==> config.mk <==
export PLATFORM = sky130hd
export DESIGN_NAME = uart_tx_flat
export DESIGN_NICKNAME = d
export VERILOG_FILES = /design/src/rtl/uart_tx_if.sv /design/src/rtl/uart_tx.sv /design/src/flat_wrapper.sv
export SDC_FILE = /design/constraint.sdc
export NUM_CORES = 1
export LEC_CHECK = 0
export CAP_MARGIN = 30
export CORE_UTILIZATION = 35
export DETAILED_ROUTE_END_ITERATION = 12
export HOLD_SLACK_MARGIN = 0.02
export PLACE_DENSITY_LB_ADDON = 0.12
export SLEW_MARGIN = 10
export SYNTH_ARGS = -nofsm -noshare
export SYNTH_HDL_FRONTEND = slang
export SYNTH_SLANG_ARGS = --single-unit
==> constraint.sdc <==
create_clock -name clk -period 5.2 [get_ports clk]
set_input_delay 1.56 -clock clk [delete_from_list [all_inputs] [get_ports clk]]
set_output_delay 1.56 -clock clk [all_outputs]
set_load 0.01 [all_outputs]
==> src/rtl/uart_tx_if.sv <==
// Handshake and serial-line bundle between the UART controller (master) and uart_tx (slave).
interface uart_tx_if;
    logic       tx_start;
    logic       tx_valid;
    logic [8:0] tx_data;
    logic       data_9b;
    logic       parity_en;
    logic       parity_odd;
    logic       two_stop;
    logic       tx_ready;
    logic       tx_idle;
    logic       tx_done;
    logic       txd;

    modport master (
        output tx_start, tx_valid, tx_data, data_9b, parity_en, parity_odd, two_stop,
        input  tx_ready, tx_idle, tx_done, txd
    );

    modport slave (
        input  tx_start, tx_valid, tx_data, data_9b, parity_en, parity_odd, two_stop,
        output tx_ready, tx_idle, tx_done, txd
    );
endinterface

==> src/rtl/uart_tx.sv <==
// UART transmitter: start, 8/9 data bits LSB first, optional parity, 1/2 stop bits.
// Parity generator and PARITY state are built only when UART_TX_PARITY_EN is defined.
module uart_tx #(
    parameter int unsigned CLKS_PER_BIT = 868
) (
    input logic      clk,
    input logic      rst,
    uart_tx_if.slave bus
);
    localparam int unsigned CNT_W = (CLKS_PER_BIT > 1) ? $clog2(CLKS_PER_BIT) : 1;
    localparam logic [CNT_W-1:0] CNT_LAST = CNT_W'(CLKS_PER_BIT - 1);

    typedef enum logic [2:0] {
        StIdle,
        StStart,
        StData,
        StParity,
        StStop
    } state_e;

    state_e           state_q;
    logic [CNT_W-1:0] cnt_q;
    logic [3:0]       bit_idx_q;
    logic [8:0]       data_q;
    logic             data_9b_q;
    logic             two_stop_q;
    logic             stop2_q;
    logic             txd_q;
    logic             done_q;

    logic             accept;
    logic             cnt_end;
    logic             last_bit;
    logic [3:0]       bit_nxt;

    assign accept   = bus.tx_start & bus.tx_valid & (state_q == StIdle);
    assign cnt_end  = (cnt_q == CNT_LAST);
    assign last_bit = (bit_idx_q == (data_9b_q ? 4'd8 : 4'd7));
    assign bit_nxt  = bit_idx_q + 4'd1;

`ifdef UART_TX_PARITY_EN
    logic       par_en_q;
    logic       par_bit_q;
    logic [8:0] par_mask;
    logic       par_calc;

    // Bit 8 only contributes to parity in 9-bit mode.
    assign par_mask = bus.data_9b ? 9'h1FF : 9'h0FF;
    assign par_calc = (^(bus.tx_data & par_mask)) ^ bus.parity_odd;
`else
    logic unused_parity;
    assign unused_parity = bus.parity_en ^ bus.parity_odd;
`endif

    always_ff @(posedge clk or posedge rst) begin
        if (rst) begin
            state_q    <= StIdle;
            cnt_q      <= '0;
            bit_idx_q  <= '0;
            data_q     <= '0;
            data_9b_q  <= 1'b0;
            two_stop_q <= 1'b0;
            stop2_q    <= 1'b0;
            txd_q      <= 1'b1;
            done_q     <= 1'b0;
`ifdef UART_TX_PARITY_EN
            par_en_q   <= 1'b0;
            par_bit_q  <= 1'b0;
`endif
        end else begin
            done_q <= 1'b0;
            if (state_q != StIdle) begin
                cnt_q <= cnt_end ? '0 : cnt_q + CNT_W'(1);
            end

            unique case (state_q)
                StIdle: begin
                    if (accept) begin
                        state_q    <= StStart;
                        cnt_q      <= '0;
                        bit_idx_q  <= '0;
                        stop2_q    <= 1'b0;
                        data_q     <= bus.tx_data;
                        data_9b_q  <= bus.data_9b;
                        two_stop_q <= bus.two_stop;
                        txd_q      <= 1'b0;
`ifdef UART_TX_PARITY_EN
                        par_en_q   <= bus.parity_en;
                        par_bit_q  <= par_calc;
`endif
                    end
                end

                StStart: begin
                    if (cnt_end) begin
                        state_q   <= StData;
                        bit_idx_q <= '0;
                        txd_q     <= data_q[0];
                    end
                end

                StData: begin
                    if (cnt_end) begin
                        if (!last_bit) begin
                            bit_idx_q <= bit_nxt;
                            txd_q     <= data_q[bit_nxt];
                        end else
`ifdef UART_TX_PARITY_EN
                        if (par_en_q) begin
                            state_q <= StParity;
                            txd_q   <= par_bit_q;
                        end else
`endif
                        begin
                            state_q <= StStop;
                            txd_q   <= 1'b1;
                        end
                    end
                end

`ifdef UART_TX_PARITY_EN
                StParity: begin
                    if (cnt_end) begin
                        state_q <= StStop;
                        txd_q   <= 1'b1;
                    end
                end
`endif

                StStop: begin
                    if (cnt_end) begin
                        // Second stop bit is just another pass through this state.
                        if (two_stop_q && !stop2_q) begin
                            stop2_q <= 1'b1;
                        end else begin
                            state_q <= StIdle;
                            done_q  <= 1'b1;
                        end
                    end
                end

                default: begin
                    state_q <= StIdle;
                    txd_q   <= 1'b1;
                end
            endcase
        end
    end

    assign bus.tx_ready = (state_q == StIdle);
    assign bus.tx_idle  = (state_q == StIdle);
    assign bus.tx_done  = done_q;
    assign bus.txd      = txd_q;

    a_done_in_idle: assert property (@(posedge clk) disable iff (rst)
        done_q |-> (state_q == StIdle));
    a_idle_mark: assert property (@(posedge clk) disable iff (rst)
        (state_q == StIdle) |-> txd_q);
endmodule

==> src/flat_wrapper.sv <==
// flat-port wrapper written by rule: the top's interface ports become plain ports
module uart_tx_flat 
#(
    parameter int unsigned CLKS_PER_BIT = 868
)
  (clk, rst, bus_tx_start, bus_tx_valid, bus_tx_data, bus_data_9b, bus_parity_en, bus_parity_odd, bus_two_stop, bus_tx_ready, bus_tx_idle, bus_tx_done, bus_txd);
  uart_tx_if bus_i ();
  input logic clk;
  input logic rst;
  input wire logic [$bits(bus_i.tx_start)-1:0] bus_tx_start;
  input wire logic [$bits(bus_i.tx_valid)-1:0] bus_tx_valid;
  input wire logic [$bits(bus_i.tx_data)-1:0] bus_tx_data;
  input wire logic [$bits(bus_i.data_9b)-1:0] bus_data_9b;
  input wire logic [$bits(bus_i.parity_en)-1:0] bus_parity_en;
  input wire logic [$bits(bus_i.parity_odd)-1:0] bus_parity_odd;
  input wire logic [$bits(bus_i.two_stop)-1:0] bus_two_stop;
  output wire logic [$bits(bus_i.tx_ready)-1:0] bus_tx_ready;
  output wire logic [$bits(bus_i.tx_idle)-1:0] bus_tx_idle;
  output wire logic [$bits(bus_i.tx_done)-1:0] bus_tx_done;
  output wire logic [$bits(bus_i.txd)-1:0] bus_txd;
  assign bus_i.tx_start = bus_tx_start;
  assign bus_i.tx_valid = bus_tx_valid;
  assign bus_i.tx_data = bus_tx_data;
  assign bus_i.data_9b = bus_data_9b;
  assign bus_i.parity_en = bus_parity_en;
  assign bus_i.parity_odd = bus_parity_odd;
  assign bus_i.two_stop = bus_two_stop;
  assign bus_tx_ready = bus_i.tx_ready;
  assign bus_tx_idle = bus_i.tx_idle;
  assign bus_tx_done = bus_i.tx_done;
  assign bus_txd = bus_i.txd;
  uart_tx #(.CLKS_PER_BIT(CLKS_PER_BIT)) u_core (.clk(clk), .rst(rst), .bus(bus_i));
endmodule
==> metrics.txt, run 1 <==
first-pass GRT wire length 5.823 mm; pin count of the biggest net entering global routing 32; Clock Path Buffers 2; internal reg-to-reg setup slack 2.78 ns; antenna violations before repair 0; antenna-violating nets left 0; die height between 60 and 70 um; ys async rst share 100.0%; mapped cell area roughly 1600 sq um; clk_skew 0.006705 ns; final net count ~200; layout cell share with drive strength beyond 1 15.25%; Hold Fails Final Rpt 0; final worst-path cycle share 68.62%; final setup margin 1.632 ns; IO Port Bufs 18; Ys Warns 0; Syn Area/Cell 10.41 sq um; Netlist cell types 40; Peak VDD IR 0.0001839 V; Skew-Pair Late Insertion Delay about 0.28 ns; CTS tree built; clock sink count 31; Placer Congestion about 0.76; clock-pin slew on the worst setup and hold paths 0.07 ns; hold_buf cts 0; GRT Overall Usage 15.23%; Fin Setup TNS 0 ns; Fill cells 410; via count approximately 1200; Worst Hold Class reg -> reg; Post-Syn Instances 155; Critical Path Start Type flop; CTS root buffer clkbuf_8; P&R area growth vs syn 19.71%; Max Fclk 280.3 MHz; static leakage about 0.8 nW; unrepaired setup endpoints after global routing false; DRC 0; outcome finished, final reports clean; Reg2Reg Depth 6; commonest register cell after synthesis dfrtp_1; setup bufs post-CTS 0; Mapped Nets 174; die width 69.88 um; critical path data arrival time 2.01 ns; CP endpoint kind primary output; H-tree Lvls 2; DRT Wirelength approximately 3.3 mm; Slew HR 39.69%; synthesis-stage register bit count 31; row cnt 24; Final HPWL DP between 2 and 2.5 mm; GR Overflow Total 0; Top Family by Delay on Critical Path buffers and inverters; r2r endpoint u_core.bus.txd; vias in the first global route 1270; Starting DRT DRC Count 93; Synth area leaders dfrtp_1 (47%), mux2_2 (8.4%), o21ai_0 (4.7%), mux4_2 (2.8%), nor2_1 (2.8%); sequential area share after synthesis 48.18%; core box area 4384 sq um; post-cts resize count 0; Min-Delay Path Depth 1; Starting Density around 37%; post-synth top area cell dfrtp_1; Multi-input gate area 782.0 sq um; Avg WL per Cell 14.60 um; Yosys top cell area share 46.55%; Hold Crit Start u_core.cnt_q[6]; worst-margin pin slew 0.8977 ns; IO Pins 21; slowest CP cell or3_1; endpoints failing setup 0; CP Cell Sequence or3_1 -> inv_1 -> clkdlybuf4s50_1; Max Cap Viol 0; RR Startpoint u_core.cnt_q[0]; PwrDens 338.4 nW/um^2; number of synthesized flops with an enable pin 0; Ant. Diodes 0; Hold EP u_core.cnt_q[6]; worst path buffer plus inverter count 2; CP Class reg -> out; post-layout min period 3.568 ns; max-slew violation count 0; critical-path maximum fanout 12; storage element area 777.0 sq um; total die area a little under 5000 sq um; slowest stage delay, CP roughly 0.55 ns; TritonCTS Buffers 5; Setup WS pre-CTS 1.929 ns; DR vias/cell 5.371; DRT Pass-1 Iters 5; Req. time, crit path roughly 3.6 ns
stage by stage:
stage	cells	total power, mW	util, %	area, sq um	hold slack [ns]
detailed placement	221	0.4752	42.18	1849	0.4955
CTS	229	0.6624	44.04	1931	0.5097
global route	229	0.6977	44.04	1931	0.5379
finish	229	0.6533	44.04	1931	0.5087
global placement	220	0.4698	42.01	1842	0.4894
floorplan	155	0.4274	-	1613	0.4592
worst max-delay path by stage:
stage,cells past startpoint,to,startpoint
2_1_floorplan,4,bus_tx_ready,u_core.state_q[0]
3_5_place_dp,3,bus_tx_idle,u_core.state_q[0]
5_1_grt,3,bus_tx_idle,u_core.state_q[0]
4_1_cts,3,bus_tx_idle,u_core.state_q[0]
3_3_place_gp,4,u_core.data_q[4],bus_tx_start
6_report,3,bus_tx_idle,u_core.state_q[0]
cells by family after synthesis:
logic type	after synthesis	share of synthesized area, %
AND/OR/NAND/NOR	50	16.91
flip-flops	31	48.18
AO/OA/AOI/OAI	38	14.90
buffers and inverters	13	3.335
multiplexers	16	12.41
adder cells (fa/ha/maj)	2	1.551
XOR/XNOR	5	2.716
worst reg2reg max path: cells and delay by family, from the launching register on:
kind,cells,cell delay [ns]
adders and majority gates,1,0.22
AOI/OAI and AO/OA,1,0.15
DFF,1,0.42
and+or+nand+nor,4,1.56
layout make-up:
cell class	count	share of cell area, %
Clock inverter	1	0.2592
Timing Repair Buffer	21	10.50
Tap cell	52	3.370
Sequential cell	31	40.25
Multi-Input combinational cell	111	40.51
Clock buffer	7	3.953
Inverter	6	1.167
per-layer routing:
| metal | track usage (%) | up-vias | routed length (um) |
|---|---|---|---|
| met1 | 19.19 | 597 | 1612 |
| li1 | - | 604 | - |
| met2 | 23.93 | 25 | 1578 |
| met5 | 0 | - | 0 |
| met3 | 5.195 | 4 | 116 |
| met4 | 6.222 | 0 | 36 |
registers in the layout (all words and copies together) (netlist names):
name,cells
u_core.bit_idx_q,4
u_core.bus.tx_done,1
u_core.bus.txd,1
u_core.cnt_q,10
u_core.data_9b_q,1
u_core.data_q,9
u_core.state_q,3
u_core.stop2_q,1
u_core.two_stop_q,1
cells in the final DEF, fill, tap and decap left out, types with 3 or more instances in the layout:
cell type,n
mux2_2,12
nand2_1,10
inv_1,6
nor3_1,3
clkdlybuf4s50_1,18
buf_4,3
clkbuf_8,5
nand2b_1,3
o21ai_0,15
dfrtp_1,30
and3_1,4
nor2_1,12
o31ai_1,5
xnor2_1,3
nand3_1,6
a21oi_1,6
or3_1,3
where the power goes:
| group | internal, mW | switching, mW | leakage, nW |
|---|---|---|---|
| clock | 0.0938 | 0.0888 | 0.0422 |
| combinational | 0.0745 | 0.0506 | 0.366 |
| sequential | 0.296 | 0.0492 | 0.392 |
cell usage after synthesis, drive strengths merged, types with 2 or more instances:
cell type,count
a21oi,6
a22o,2
a31oi,2
and3,4
buf,3
clkbuf,4
dfrtp,30
ha,2
inv,6
mux2,12
mux2i,2
mux4,2
nand2,10
nand2b,3
nand3,6
nor2,12
nor2b,2
nor3,3
nor4,2
o21ai,15
o31a,2
o31ai,5
or3,3
xnor2,3
xor2,2
Power figures use the tool's default switching activity.
==> run 2, diff against run 1 <==
clock period = 3.1 ns   (was 5.2 ns; I/O delays follow)
==> run 2 against run 1 <==
  * Largest power group unchanged
  * Routed wire length shrank 2.2%
  * Hold slack gained 0.0015 ns
  * Via count up 2.2%
  * Clock skew is 0.0025 ns lower
  * Setup slack got worse by 1.4 ns
==> metrics.txt, run 2 (synthesis results as in run 1) <==
outcome finished, final reports clean; largest reg by FF count u_core.cnt_q; non-filler instance count after layout 231 (+0.87%); CP Cell Sequence or3_1 -> inv_1 -> clkdlybuf4s50_1; Max Fclk 345.7 MHz; Fill cells 398 (-2.9%); Max Cap Viol 0 (unchanged); vias in the first global route 1347 (+6.1%); die width 69.88 um (unchanged); critical path depth in cells 3 (unchanged); final worst-path cycle share slightly above 90%; PwrDens 561.7 nW/um^2 (+66%); slowest stage delay, CP 0.54 ns (about the same); internal reg-to-reg setup slack 0.67 ns (-2.11 ns); Hold EP u_core.data_q[6]; Hold Crit Start u_core.data_q[6]; Skew-Pair Late Insertion Delay 0.29 ns (about the same); clock-pin slew on the worst setup and hold paths 0.06 ns (about the same); CP endpoint kind primary output; unrepaired setup endpoints after global routing false; clk_skew 0.004161 ns (-0.002543 ns); total die area 4883 sq um (unchanged); post-layout min period 2.893 ns; Hold Fails Final Rpt 0 (unchanged); setup bufs post-CTS 0 (unchanged); r2r endpoint u_core.bit_idx_q[0]; row cnt 24 (unchanged); GRT Overall Usage 15.22% (about the same); DRT Pass-1 Iters 4 (-1); slowest CP cell clkdlybuf4s50_1; Setup WS pre-CTS 0.5115 ns (-1.418 ns); CP Class reg -> out; worst path buffer plus inverter count 2 (unchanged); Reg2Reg Depth 6 (unchanged); antenna-violating nets left 0 (unchanged); Worst Hold Class reg -> reg; DRC 0 (unchanged); Fin Setup TNS 0 ns (unchanged); most common cell after layout, fill and taps aside dfrtp_1; H-tree Lvls 2 (unchanged); critical-path maximum fanout 11 (-1); placed cells 223 (+0.90%); Starting DRT DRC Count 37 (-60%); Placer Congestion 0.8004 (+5.6%); Starting Density 36.79% (unchanged); first-pass GRT wire length 5.858 mm (+0.60%); Top Family by Delay on Critical Path buffers and inverters; Critical Path Start Type flop; final setup margin 0.2072 ns (-1.425 ns); Clock Path Buffers 2 (unchanged); Top Registers u_core.cnt_q: 10 flops, u_core.data_q: 9 flops, u_core.bit_idx_q: 4 flops; endpoints failing setup 0 (unchanged); IO Pins 21 (unchanged); most frequent cells in the layout dfrtp_1 (30), clkdlybuf4s50_1 (18), o21ai_0 (15), nor2_1 (12), mux2_2 (12); critical path data arrival time 1.96 ns (-0.05 ns); RR Startpoint u_core.cnt_q[0]; post-cts resize count 0 (unchanged); P&R area growth vs syn 20.64%; Ant. Diodes 0 (unchanged); layout cell share with drive strength beyond 1 16.20% (+0.95 points); CTS root buffer clkbuf_8; TritonCTS Buffers 5 (unchanged); CTS tree built; Slew HR 50.57% (+11 points); GR Overflow Total 0 (unchanged); via count 1257 (+2.2%); DR vias/cell 5.442 (+1.3%); pin count of the biggest net entering global routing 32 (unchanged); Peak VDD IR 0.0003286 V (+79%); static leakage 0.8102 nW (+1.2%); clock sink count 31 (unchanged); max-slew violation count 0 (unchanged); max FFs per register 10 (unchanged); worst-margin pin slew 0.7415 ns (-0.1562 ns); hold_buf cts 0 (unchanged); Final HPWL DP 2.340 mm (-0.70%); die height 69.88 um (unchanged); IO Port Bufs 18 (unchanged); Req. time, crit path 2.17 ns (-1.47 ns); DRT Wirelength 3.269 mm (-2.2%); beginning of the critical path u_core.state_q[1]; Min-Delay Path Depth 1 (unchanged); core box area 4384 sq um (unchanged); final net count 197 (+1.0%); antenna violations before repair 0 (unchanged); Avg WL per Cell 14.15 um (-3.1%)
==> run 2: changes by cell type in the layout (fill, tap and decap cells not counted) <==
| cell | delta |
|---|---|
| buf_4 | +2 |
==> run 2: worst max path at each step <==
stage / endpoint / slack [ns]
CTS: bus_tx_idle / 0.19
detailed placement: bus_tx_idle / 0.51
floorplan: u_core.bit_idx_q[0] / 0.91
global route: bus_tx_idle / 0.12
global placement: bus_tx_idle / 0.54
finish: bus_tx_idle / 0.21
==> run 2: layout make-up <==
type	instances	area [sq um]	area share, %
timing repair buffer	23	217.7	11.19
clock buffer	7	76.32	3.923
sequential	31	777.0	39.94
clock inverter	1	5.005	0.2572
inverter	6	22.52	1.158
multi-input combinational	111	782.0	40.19
tap	52	65.06	3.344
==> run 2: worst reg2reg max path, stage by stage (launching register included) <==
cell,delay [ns]
dfrtp_1,0.41
ha_1,0.23
or4b_4,0.49
or3_1,0.52
nor2_1,0.23
o31ai_1,0.15
mux2_2,0.28
==> run 2: metrics by stage <==
step                power [mW]  hold WS (ns)  utilization (%)  area, sq um
floorplan               0.7169        0.4592                -         1613
global placement        0.7890        0.4893            42.52         1864
detailed placement      0.7974        0.4984            42.52         1864
CTS                      1.107        0.5127            44.38         1946
global route             1.173        0.5307            44.38         1946
finish                   1.093        0.5102            44.38         1946
==> run 2: where the power goes <==
| part | internal, mW | total [mW] | switching [mW] |
|---|---|---|---|
| Combinational | 0.125 | 0.210 | 0.0854 |
| Clock | 0.157 | 0.304 | 0.147 |
| Sequential | 0.497 | 0.579 | 0.0815 |
==> run 2: metal layers <==
| metal | GRT usage (%) | part of all wire [%] | up-vias |
|---|---|---|---|
| li1 | - | - | 612 |
| met1 | 19.08 | 49 | 622 |
| met2 | 24.15 | 46 | 16 |
| met3 | 3.608 | 2.4 | 7 |
| met4 | 8.444 | 2.1 | 0 |
| met5 | 0 | 0 | - |
==> run 3, diff against run 2 <==
CORE_UTILIZATION = 49   (was 35)
CTS_CLUSTER_DIAMETER = 30   (was default)
==> run 3 against run 2 <==
  * Core utilization is 17 points higher
  * Sequential share of layout area is 0.89 points higher
  * Cell count is 4.3% lower
  * Final area is 2.2% lower
  * Total power is 5.8% lower
  * Register-to-register slack hardly changed
  * Critical path depth stayed put
  * Count of clock-buffer cells in the layout is 1 lower
  * Setup slack worse by 0.027 ns
  * First-iteration DRC count grew to 2.5 times the previous value
  * Combinational power hardly changed
  * Critical endpoint unchanged
  * Largest power group unchanged
==> metrics.txt, run 3 (synthesis results as in run 1) <==
Clock power frac 23.3% (-4.5 points); layout cell share with drive strength beyond 1 16.38% (+0.18 points); antenna violations before repair 0 (unchanged); Max Fclk 342.5 MHz (-0.92%); post-cts resize count 0 (unchanged); most frequent cells in the layout dfrtp_1 (30), clkdlybuf4s50_1 (18), o21ai_0 (15), nor2_1 (12), mux2_2 (12); slowest stage delay, CP 0.53 ns (about the same); clock sink count 31 (unchanged); Hold Crit Start u_core.cnt_q[6]; worst-margin pin slew 0.8637 ns (+0.1222 ns); critical path data arrival time 1.99 ns (+0.03 ns); Worst Hold Class reg -> reg; H-tree Lvls 2 (unchanged); Net Sw Frac 29.45% (+0.77 points); max-slew violation count 0 (unchanged); vias in the first global route 1223 (-9.2%); core box area 3078 sq um (-30%); IO Port Bufs 18 (unchanged); sequential power share 56.1% (+3.1 points); Overall Power 1.029 mW (-5.8%); max FFs per register 10 (unchanged); Starting Density 52.40% (+16 points); first-pass GRT wire length 5.375 mm (-8.2%); final core utilization 61.83% (+17 points); antenna-violating nets left 0 (unchanged); Psw 0.3031 mW (-3.3%); clock-pin slew on the worst setup and hold paths 0.10 ns (+0.04 ns); Hold Fails Final Rpt 0 (unchanged); endpoints failing setup 0 (unchanged); hold_buf cts 0 (unchanged); Reg2Reg Depth 6 (unchanged); Ant. Diodes 0 (unchanged); TritonCTS Buffers 5 (unchanged); total die area 3525 sq um (-28%); most common cell after layout, fill and taps aside dfrtp_1; Min-Delay Path Depth 1 (unchanged); Pint 0.7260 mW (-6.9%); via count 1238 (-1.5%); Max Cap Viol 0 (unchanged); Fin Setup TNS 0 ns (unchanged); Hold EP u_core.cnt_q[6]; P&R area growth vs syn 18.00%; Final HPWL DP 2.273 mm (-2.9%); Placer Congestion 0.8391 (+4.8%); GR Overflow Total 0 (unchanged); Starting DRT DRC Count 93 (+150%); Peak VDD IR 0.0003427 V (+4.3%); internal reg-to-reg setup slack 0.68 ns (about the same); Top Registers u_core.cnt_q: 10 flops, u_core.data_q: 9 flops, u_core.bit_idx_q: 4 flops; pin count of the biggest net entering global routing 32 (unchanged); Slew HR 41.98% (-8.6 points); critical-path maximum fanout 11 (unchanged); DR vias/cell 5.602 (+2.9%); die height 59.37 um (-15%); CTS root buffer clkbuf_4; Setup WS pre-CTS 0.5481 ns (+0.03668 ns); final setup margin 0.1803 ns (-0.02698 ns); Skew-Pair Late Insertion Delay 0.33 ns (+0.04 ns); largest reg by FF count u_core.cnt_q; IO Pins 21 (unchanged); CP endpoint kind primary output; slowest CP cell clkdlybuf4s50_1; DRT Wirelength 3.128 mm (-4.3%); row cnt 20 (-17%); final worst-path cycle share 94.19% (+0.87 points); CP Class reg -> out; clk_skew 0.005908 ns (+0.001747 ns); CP Cell Sequence or3_1 -> inv_1 -> clkdlybuf4s50_1; CTS tree built; unrepaired setup endpoints after global routing false; static leakage 0.7966 nW (-1.7%); outcome finished, final reports clean; die width 59.37 um (-15%); Clock Path Buffers 2 (unchanged); PwrDens 540.7 nW/um^2 (-3.7%); setup bufs post-CTS 0 (unchanged); GRT Overall Usage 20.77% (+5.5 points); r2r endpoint u_core.bus.txd; DRT Pass-1 Iters 4 (unchanged); final net count 196 (-0.51%); Req. time, crit path 2.17 ns (about the same); Avg WL per Cell 14.15 um (about the same); post-layout min period 2.920 ns (+0.02698 ns); DRC 0 (unchanged); Critical Path Start Type flop; RR Startpoint u_core.cnt_q[0]; Comb pwr share 20.6% (+1.4 points)
## run 3: worst max-delay path by stage
| stage | slack [ns] | startpoint | depth (start not counted) | endpoint |
|---|---|---|---|---|
| floorplan | 0.91 | u_core.cnt_q[0] | 7 | u_core.bit_idx_q[0] |
| global placement | 0.57 | u_core.state_q[1] | 3 | bus_tx_idle |
| detailed placement | 0.55 | u_core.state_q[1] | 3 | bus_tx_ready |
| CTS | 0.18 | u_core.state_q[1] | 3 | bus_tx_ready |
| global route | 0.09 | u_core.state_q[1] | 3 | bus_tx_ready |
| finish | 0.18 | u_core.state_q[1] | 3 | bus_tx_idle |
## run 3: per-layer routing
layer | up-vias | GRT usage (%) | share of wire, % | wire (um)
met5 | - | 0 | 0 | 0
met4 | 0 | 10.20 | 1.7 | 53
met3 | 7 | 4.803 | 3.6 | 114
met2 | 25 | 32.26 | 49 | 1529
met1 | 597 | 27.29 | 46 | 1430
li1 | 609 | - | - | -
## run 3: area by class of cell
| class | instances | area, sq um |
|---|---|---|
| clock inverters | 1 | 5.005 |
| multi-input cells | 111 | 782.0 |
| inverters | 6 | 22.52 |
| clock buffers | 6 | 51.30 |
| fillers | 285 | 1175 |
| repair buffers | 22 | 210.2 |
| well taps | 44 | 55.05 |
| flip-flops and latches | 31 | 777.0 |
## run 3: power by group through the flow
| stage | Combinational (mW) | Sequential, mW | Clock (mW) |
|---|---|---|---|
| 6_report | 0.212 | 0.577 | 0.240 |
| 5_1_grt | 0.243 | 0.590 | 0.260 |
| 4_1_cts | 0.217 | 0.576 | 0.249 |
| 3_5_place_dp | 0.216 | 0.585 | 0 |
| 3_3_place_gp | 0.204 | 0.579 | 0 |
| 2_1_floorplan | 0.154 | 0.563 | 0 |
## run 3: through the flow
stage                     area (sq um)  instances  hold slack [ns]
after floorplan                   1613        155           0.4592
after global placement            1847        214           0.4887
after detailed placement          1847        214           0.4944
after CTS                         1903        221           0.5066
after global routing              1903        221           0.5305
final                             1903        221           0.5013
## run 3: worst max-delay path, delay by kind of cell (launching register included)
kind / cells / cell delay, ns
buf+inv: 2 / 0.64
flops: 1 / 0.51
simple gates: 1 / 0.52
